==> config.mk <==
export PLATFORM = sky130hd
export DESIGN_NAME = eeprom_req_arbiter
export DESIGN_NICKNAME = d
export VERILOG_FILES = /design/src/rtl/eeprom_req_arbiter.sv
export SDC_FILE = /design/constraint.sdc
export NUM_CORES = 1
export LEC_CHECK = 0
export CORE_MARGIN = 5
export CORE_UTILIZATION = 40
export DETAILED_ROUTE_END_ITERATION = 16
export DONT_BUFFER_PORTS = 1
export GPL_TIMING_DRIVEN = 0
export SYNTH_ARGS = -nofsm -noshare
export SYNTH_HDL_FRONTEND = slang
export SYNTH_SLANG_ARGS = --single-unit
==> constraint.sdc <==
create_clock -name clk -period 6.5 [get_ports clk]
set_input_delay 1.625 -clock clk [delete_from_list [all_inputs] [get_ports clk]]
set_output_delay 1.625 -clock clk [all_outputs]
set_load 0.1 [all_outputs]
==> src/rtl/eeprom_req_arbiter.sv <==
// Round-robin arbiter in front of a single-byte EEPROM command port.
// Accepts one request at a time, issues a one-cycle read or write command,
// waits for the controller's done pulse (or times out), returns a one-cycle
// response, and after every write holds off new requests for the tWR window.
//
// state  | meaning
// -------+------------------------------------------------------------
// IDLE   | no transfer; grants the next requester round-robin
// ISSUE  | granted request latched; command pulse emitted next cycle
// WAIT   | command outstanding; waits for ee_done or timeout
// WRWAIT | write finished; EEPROM internal write cycle in progress

module eeprom_req_arbiter #(
    parameter int NREQ    = 2,
    parameter int AW      = 16,
    parameter int BW      = 8,
    parameter int TWR_CYC = 500000,
    parameter int TO_CYC  = 1048576
) (
    input  logic              clk,
    input  logic              rst,
    input  logic [NREQ-1:0]   req_valid,
    input  logic [NREQ-1:0]   req_we,
    input  logic [NREQ*AW-1:0] req_addr,
    input  logic [NREQ*BW-1:0] req_wdata,
    output logic [NREQ-1:0]   req_ready,
    output logic [NREQ-1:0]   rsp_valid,
    output logic [BW-1:0]     rsp_rdata,
    output logic              rsp_err,
    output logic              busy,
    output logic [AW-1:0]     ee_addr,
    output logic [BW-1:0]     ee_wdata,
    output logic              ee_wcmd,
    output logic              ee_rcmd,
    input  logic [BW-1:0]     ee_rdata,
    input  logic              ee_done
);

    localparam int GW  = (NREQ > 1)    ? $clog2(NREQ)    : 1;
    localparam int TOW = (TO_CYC > 1)  ? $clog2(TO_CYC)  : 1;
    localparam int TWW = (TWR_CYC > 1) ? $clog2(TWR_CYC) : 1;

    localparam logic [TOW-1:0] TO_LAST  = TOW'(TO_CYC - 1);
    localparam logic [TWW-1:0] TWR_LOAD = TWW'(TWR_CYC - 1);
    localparam logic [GW-1:0]  LAST_RST = GW'(NREQ - 1);

    typedef enum logic [1:0] {
        IDLE   = 2'd0,
        ISSUE  = 2'd1,
        WAIT   = 2'd2,
        WRWAIT = 2'd3
    } state_t;

    state_t          state;
    logic [GW-1:0]   last_grant;
    logic            we_q;
    logic [TOW-1:0]  to_cnt;
    logic [TWW-1:0]  twr_cnt;

    logic            grant_found;
    logic [GW-1:0]   grant_idx;
    logic [GW-1:0]   cand;

    // Round-robin pick: first pending requester after the last one granted.
    always_comb begin
        grant_found = 1'b0;
        grant_idx   = '0;
        cand        = '0;
        for (int k = 1; k <= NREQ; k++) begin
            cand = GW'((int'(last_grant) + k) % NREQ);
            if (!grant_found && req_valid[cand]) begin
                grant_found = 1'b1;
                grant_idx   = cand;
            end
        end
    end

    // Sequencer with registered handshake, command and response outputs.
    // The timeout counter counts up from the command cycle; the tWR hold-off
    // counts down to zero.
    always_ff @(posedge clk or posedge rst) begin
        if (rst) begin
            state      <= IDLE;
            last_grant <= LAST_RST;
            we_q       <= 1'b0;
            to_cnt     <= '0;
            twr_cnt    <= '0;
            req_ready  <= '0;
            rsp_valid  <= '0;
            rsp_rdata  <= '0;
            rsp_err    <= 1'b0;
            ee_addr    <= '0;
            ee_wdata   <= '0;
            ee_wcmd    <= 1'b0;
            ee_rcmd    <= 1'b0;
        end else begin
            req_ready <= '0;
            rsp_valid <= '0;
            rsp_rdata <= '0;
            rsp_err   <= 1'b0;
            ee_wcmd   <= 1'b0;
            ee_rcmd   <= 1'b0;
            case (state)
                IDLE: begin
                    if (grant_found) begin
                        req_ready  <= NREQ'(1) << grant_idx;
                        last_grant <= grant_idx;
                        we_q       <= req_we[grant_idx];
                        ee_addr    <= req_addr[grant_idx*AW +: AW];
                        ee_wdata   <= req_wdata[grant_idx*BW +: BW];
                        state      <= ISSUE;
                    end
                end
                ISSUE: begin
                    ee_wcmd <= we_q;
                    ee_rcmd <= ~we_q;
                    to_cnt  <= '0;
                    state   <= WAIT;
                end
                WAIT: begin
                    to_cnt <= to_cnt + 1'b1;
                    // done takes precedence over a coincident timeout
                    if (ee_done || (to_cnt == TO_LAST)) begin
                        rsp_valid <= NREQ'(1) << last_grant;
                        rsp_err   <= ~ee_done;
                        rsp_rdata <= (ee_done && !we_q) ? ee_rdata : '0;
                        twr_cnt   <= TWR_LOAD;
                        state     <= we_q ? WRWAIT : IDLE;
                    end
                end
                WRWAIT: begin
                    if (twr_cnt == '0) begin
                        state <= IDLE;
                    end else begin
                        twr_cnt <= twr_cnt - 1'b1;
                    end
                end
                default: state <= IDLE;
            endcase
        end
    end

    assign busy = (state != IDLE);

endmodule

==> After elaboration in Yosys (flattened, before gate mapping) <==
Index checks and enable logic that the tools add are counted.
{ "op_classes": {"n_shift": 4, "n_div": 0, "mux": 30, "n_bitwise": 2, "n_addsub": 4, "n_reduce_logical": 13, "n_eq_ne": 8, "mul": 0, "n_lt_le_gt_ge": 3} }
{ "ops": {"columns": ["operator", "count"], "rows": [
  ["20-bit one-hot mux with 2 select lines", 1],
  ["19-bit 2-to-1 mux", 2],
  ["19-bit one-hot mux with 2 select lines", 1],
  ["32-bit by 6-bit indexed part select with 16-bit output", 1],
  ["8-bit 2-to-1 mux", 3],
  ["20-bit by 1-bit adder with 20-bit output, second input constant", 1],
  ["20-bit == test, second input constant", 1],
  ["19-bit zero test", 1],
  ["19-bit by 1-bit subtractor with 19-bit output, second input constant", 1],
  ["2-bit 2-to-1 mux", 8],
  ["16-bit by 5-bit indexed part select with 8-bit output", 1],
  ["1-bit 2-to-1 mux", 14],
  ["2-bit inequality test, second input constant", 4],
  ["2-bit one-hot mux with 4 select lines", 1],
  ["1-bit by 2-bit < comparator with 1-bit output, second input constant", 3],
  ["3-bit AND reduction", 2],
  ["2-bit nonzero test", 3],
  ["2-bit == test, second input constant", 2],
  ["1-bit by 1-bit left shift with 2-bit output, first input constant", 2],
  ["1-bit adder, second input constant", 2],
  ["2-bit by 1-bit == test with 1-bit output, second input constant", 1],
  ["1-bit logical AND", 2],
  ["1-bit zero test", 2],
  ["2-bit zero test", 1],
  ["other kinds (3)", 4]
]} }
{ "totals": {"mem_bits_rw": 0, "latch_bits": 0, "regBits": 82, "romBits": 0, "word_cells": 77, "n_memories": 0, "in_bits": 63, "output_inout_bits": 40} }

==> Longest topological paths before layout <==
{ "logic_depth": {"ltp_word": 10, "depth_mapped": 8} }

==> Worst setup path before layout <==
Ideal clock, no wire load.
{ "synth_timing": {"path_type": "register to output", "startpoint": "register state[0]", "endpoint": "output busy", "required_time_ps": 4875, "n_path_buf": 0, "path_stages_with_launch": 4, "arrival_ps": 1271, "setup_slack_ps": 3604, "path_cell_list": "dfrtp_1 > inv_1 > ha_1 > inv_1"} }
{ "synth_via": {"elab_chain_cells": 1} }
{ "synth_rtl": {"columns": ["element", "line_no", "source"], "rows": [
  ["start: declaration", "54", "state_t state;"],
  ["start signal: assignment", "128", "state <= we_q ? WRWAIT : IDLE;"],
  ["2-bit nonzero test", "143", "assign busy = (state != IDLE);"],
  ["end: declaration", "30", "output logic busy,"]
]} }
Every way passes these cells.

==> Worst setup path after layout <==
Ends and elaborated chain as after synthesis.

==> metrics.txt <==
status completed; Antenna diodes 0; Crit path largest cell delay 0.67 ns; final design utilization 44.30%; worst hold slack 0.5105 ns; Top cell by count, worst path inv_1; Max Clk Rate 294.2 MHz; drt pass-1 iters 4; post-route ant nets 0; RSZ-0062 raised after global routing false; Critical Path Slowest Stage Cell inv_1; global route total overflow 0; CTS Root Cell clkbuf_8; Metal-1 WL 4.261 mm; Clock Skew 0.01217 ns; top routing layer in use met4; Num CTS Buffers 9; Syn Area/Cell 9.660 sq um; number of port buffers 0; final setup vio count 0; initial antenna violation count 0; peak supply drop 0.3270 mV; largest net degree at the start of global routing 43; CTS Sinks 82; Total Wirelength 9.641 mm; clk_lat worst skew 0.36 ns; core box area 0.01018 sq mm; setup bufs post-CTS 0; Hold Crit Class reg2reg; sequential area share after synthesis 49.89%; met3 WL post-DR 895 um; CTS resizes 0; share of layout cells above drive strength 1 6.095%; yosys warns 0; max_slew headroom 30.07%; num rows 37; Critical Path AT 1.77 ns; DRC viols 0; H-tree Lvls 3; number of max-cap violations 0; Lkg Pwr 1.866 nW; area delta synth->final 9.638%; total track usage 16.05%; buffer and inverter count on the worst path 2; TNS Setup 0 ns; vias per cell 5.480; Setup CP Type reg2out; Fin. Hold Viols 0; HPWL after DPL 7.197 mm; period utilization 52.30%; nature of the critical path startpoint register; Initial Util 40.41%; vias in the first global route 3276; DR WL met2 4.334 mm; crit-path cells inv_1 > ha_1 > inv_1; crit path time final 3.399 ns; final max-slew violation count 0; Chip Width 111.4 um; WP data required 4.88 ns; first-pass GRT wire length 16.29 mm; GP Congestion 0.8537; nets 507; clk buf depth 2; number of I/O pins 103; synthesis-stage register bit count 82; syn_nets 495; Mapped Area 0.004115 sq mm; die area 0.01242 sq mm; DR vias 3173; DR WL/cell 16.65 um; Critical Path Fanout Max 5; CTS tree built; clock transition at the registers of the reported paths 0.08 ns; Syn Inst Count 426; Iteration-0 DRC Markers 214; cell family with most CP delay buffers and inverters; top_reg_cell synth dfrtp_1; Slew @ Worst Pin 1.035 ns; PD cells 498.8 mW/mm^2; # hold bufs at CTS 0; EDFF count, synth 0; Async SR Flop Fraction 100.0%; Die Ht 111.4 um; Synth cell types 45; CP Capture Type output pin
-- per-layer routing --
| metal | GRT usage (%) | up-vias |
|---|---|---|
| li1 | - | 1543 |
| met3 | 6.630 | 13 |
| met4 | 5.515 | 0 |
| met5 | 0 | - |
| met1 | 20.43 | 1504 |
| met2 | 24.81 | 113 |
-- power breakdown --
group	internal, mW	switching (mW)
registers	0.621	0.759
logic	0.150	0.340
clock network	0.199	0.182
-- metrics by stage --
| step | worst slack (ns) | std cells | power [mW] | area (sq um) |
|---|---|---|---|---|
| 2_1_floorplan | 2.768 | 426 | 1.731 | 4115 |
| 3_3_place_gp | 1.860 | 562 | 1.871 | 4285 |
| 3_5_place_dp | 3.272 | 563 | 1.887 | 4308 |
| 4_1_cts | 3.074 | 579 | 2.274 | 4512 |
| 5_1_grt | 2.985 | 579 | 2.378 | 4512 |
| 6_report | 3.101 | 579 | 2.251 | 4512 |
-- layout make-up --
| cell class | count | area, sq um |
|---|---|---|
| repair buffers | 1 | 20.02 |
| multi-input cells | 306 | 1917 |
| well taps | 136 | 170.2 |
| clock buffers | 12 | 155.1 |
| clock inverters | 4 | 48.80 |
| fillers | 1032 | 5673 |
| flip-flops and latches | 82 | 2053 |
| plain buffers | 21 | 81.33 |
| inverters | 17 | 66.31 |
-- Yosys cell counts, types with 5 or more instances --
| library cell | n | area [sq um] |
|---|---|---|
| nand2_1 | 41 | 153.9 |
| or3_1 | 13 | 81.33 |
| nor2_1 | 32 | 120.1 |
| nor3_1 | 19 | 95.09 |
| xnor2_1 | 9 | 78.83 |
| ha_1 | 6 | 75.07 |
| and2_1 | 13 | 81.33 |
| or4_1 | 7 | 52.55 |
| nand3_1 | 14 | 70.07 |
| nand4_1 | 11 | 68.82 |
| dfrtp_1 | 81 | 2027 |
| clkbuf_1 | 18 | 67.56 |
| inv_1 | 17 | 63.81 |
| mux2i_1 | 30 | 300.3 |
| o21ai_0 | 45 | 225.2 |
| o41ai_1 | 5 | 43.79 |
| a21oi_1 | 11 | 55.05 |
-- worst paths after layout --
kind                                  from      endpoint  slack [ns]  depth (start not counted)
min in group asynchronous              rst   ee_wdata[1]        1.16                          1
worst max-delay path              state[0]          busy        3.10                          3
max in group asynchronous              rst    last_grant        4.68                          2
worst min register to register  last_grant  rsp_valid[1]        0.51                          2
worst min-delay path            last_grant  rsp_valid[1]        0.51                          2
worst max register to register    state[1]    twr_cnt[2]        3.95                          7
-- sequential cells by signal, indices dropped and copies added (netlist names) --
| name | cells |
|---|---|
| ee_addr | 16 |
| ee_rcmd | 1 |
| ee_wcmd | 1 |
| ee_wdata | 8 |
| last_grant | 1 |
| req_ready | 2 |
| rsp_err | 1 |
| rsp_rdata | 8 |
| rsp_valid | 2 |
| state | 2 |
| to_cnt | 20 |
| twr_cnt | 19 |
| we_q | 1 |
-- kinds of logic (layout without fill, tap and decap cells) --
family,count (synthesis),after routing,share of synthesized area (%)
compound gates,82,82,12.07
xor+xnor,12,12,2.554
fa+ha+maj,6,6,1.824
buf+inv,38,55,3.527
flops,82,82,49.89
mux,30,30,7.297
simple gates,176,176,22.83
-- layout by cell type, fill, tap and decap left out, types with 7 or more instances in the layout --
cell      count
dfrtp_1      81
o21ai_0      45
nand2_1      41
nor2_1       32
mux2i_1      30
nor3_1       19
clkbuf_1     19
inv_1        16
nand3_1      14
and2_1       13
or3_1        13
nand4_1      11
a21oi_1      11
clkbuf_8     11
xnor2_1       9
or4_1         7
-- worst reg2reg max path: cells and delay by family, from the launching register on --
family	cells	cell delay, ns
buffers and inverters	1	0.29
and+or+nand+nor	4	0.81
adders and majority gates	1	0.17
AOI/OAI and AO/OA	1	0.68
DFF	1	0.42
(Power assumes the default switching activity.)
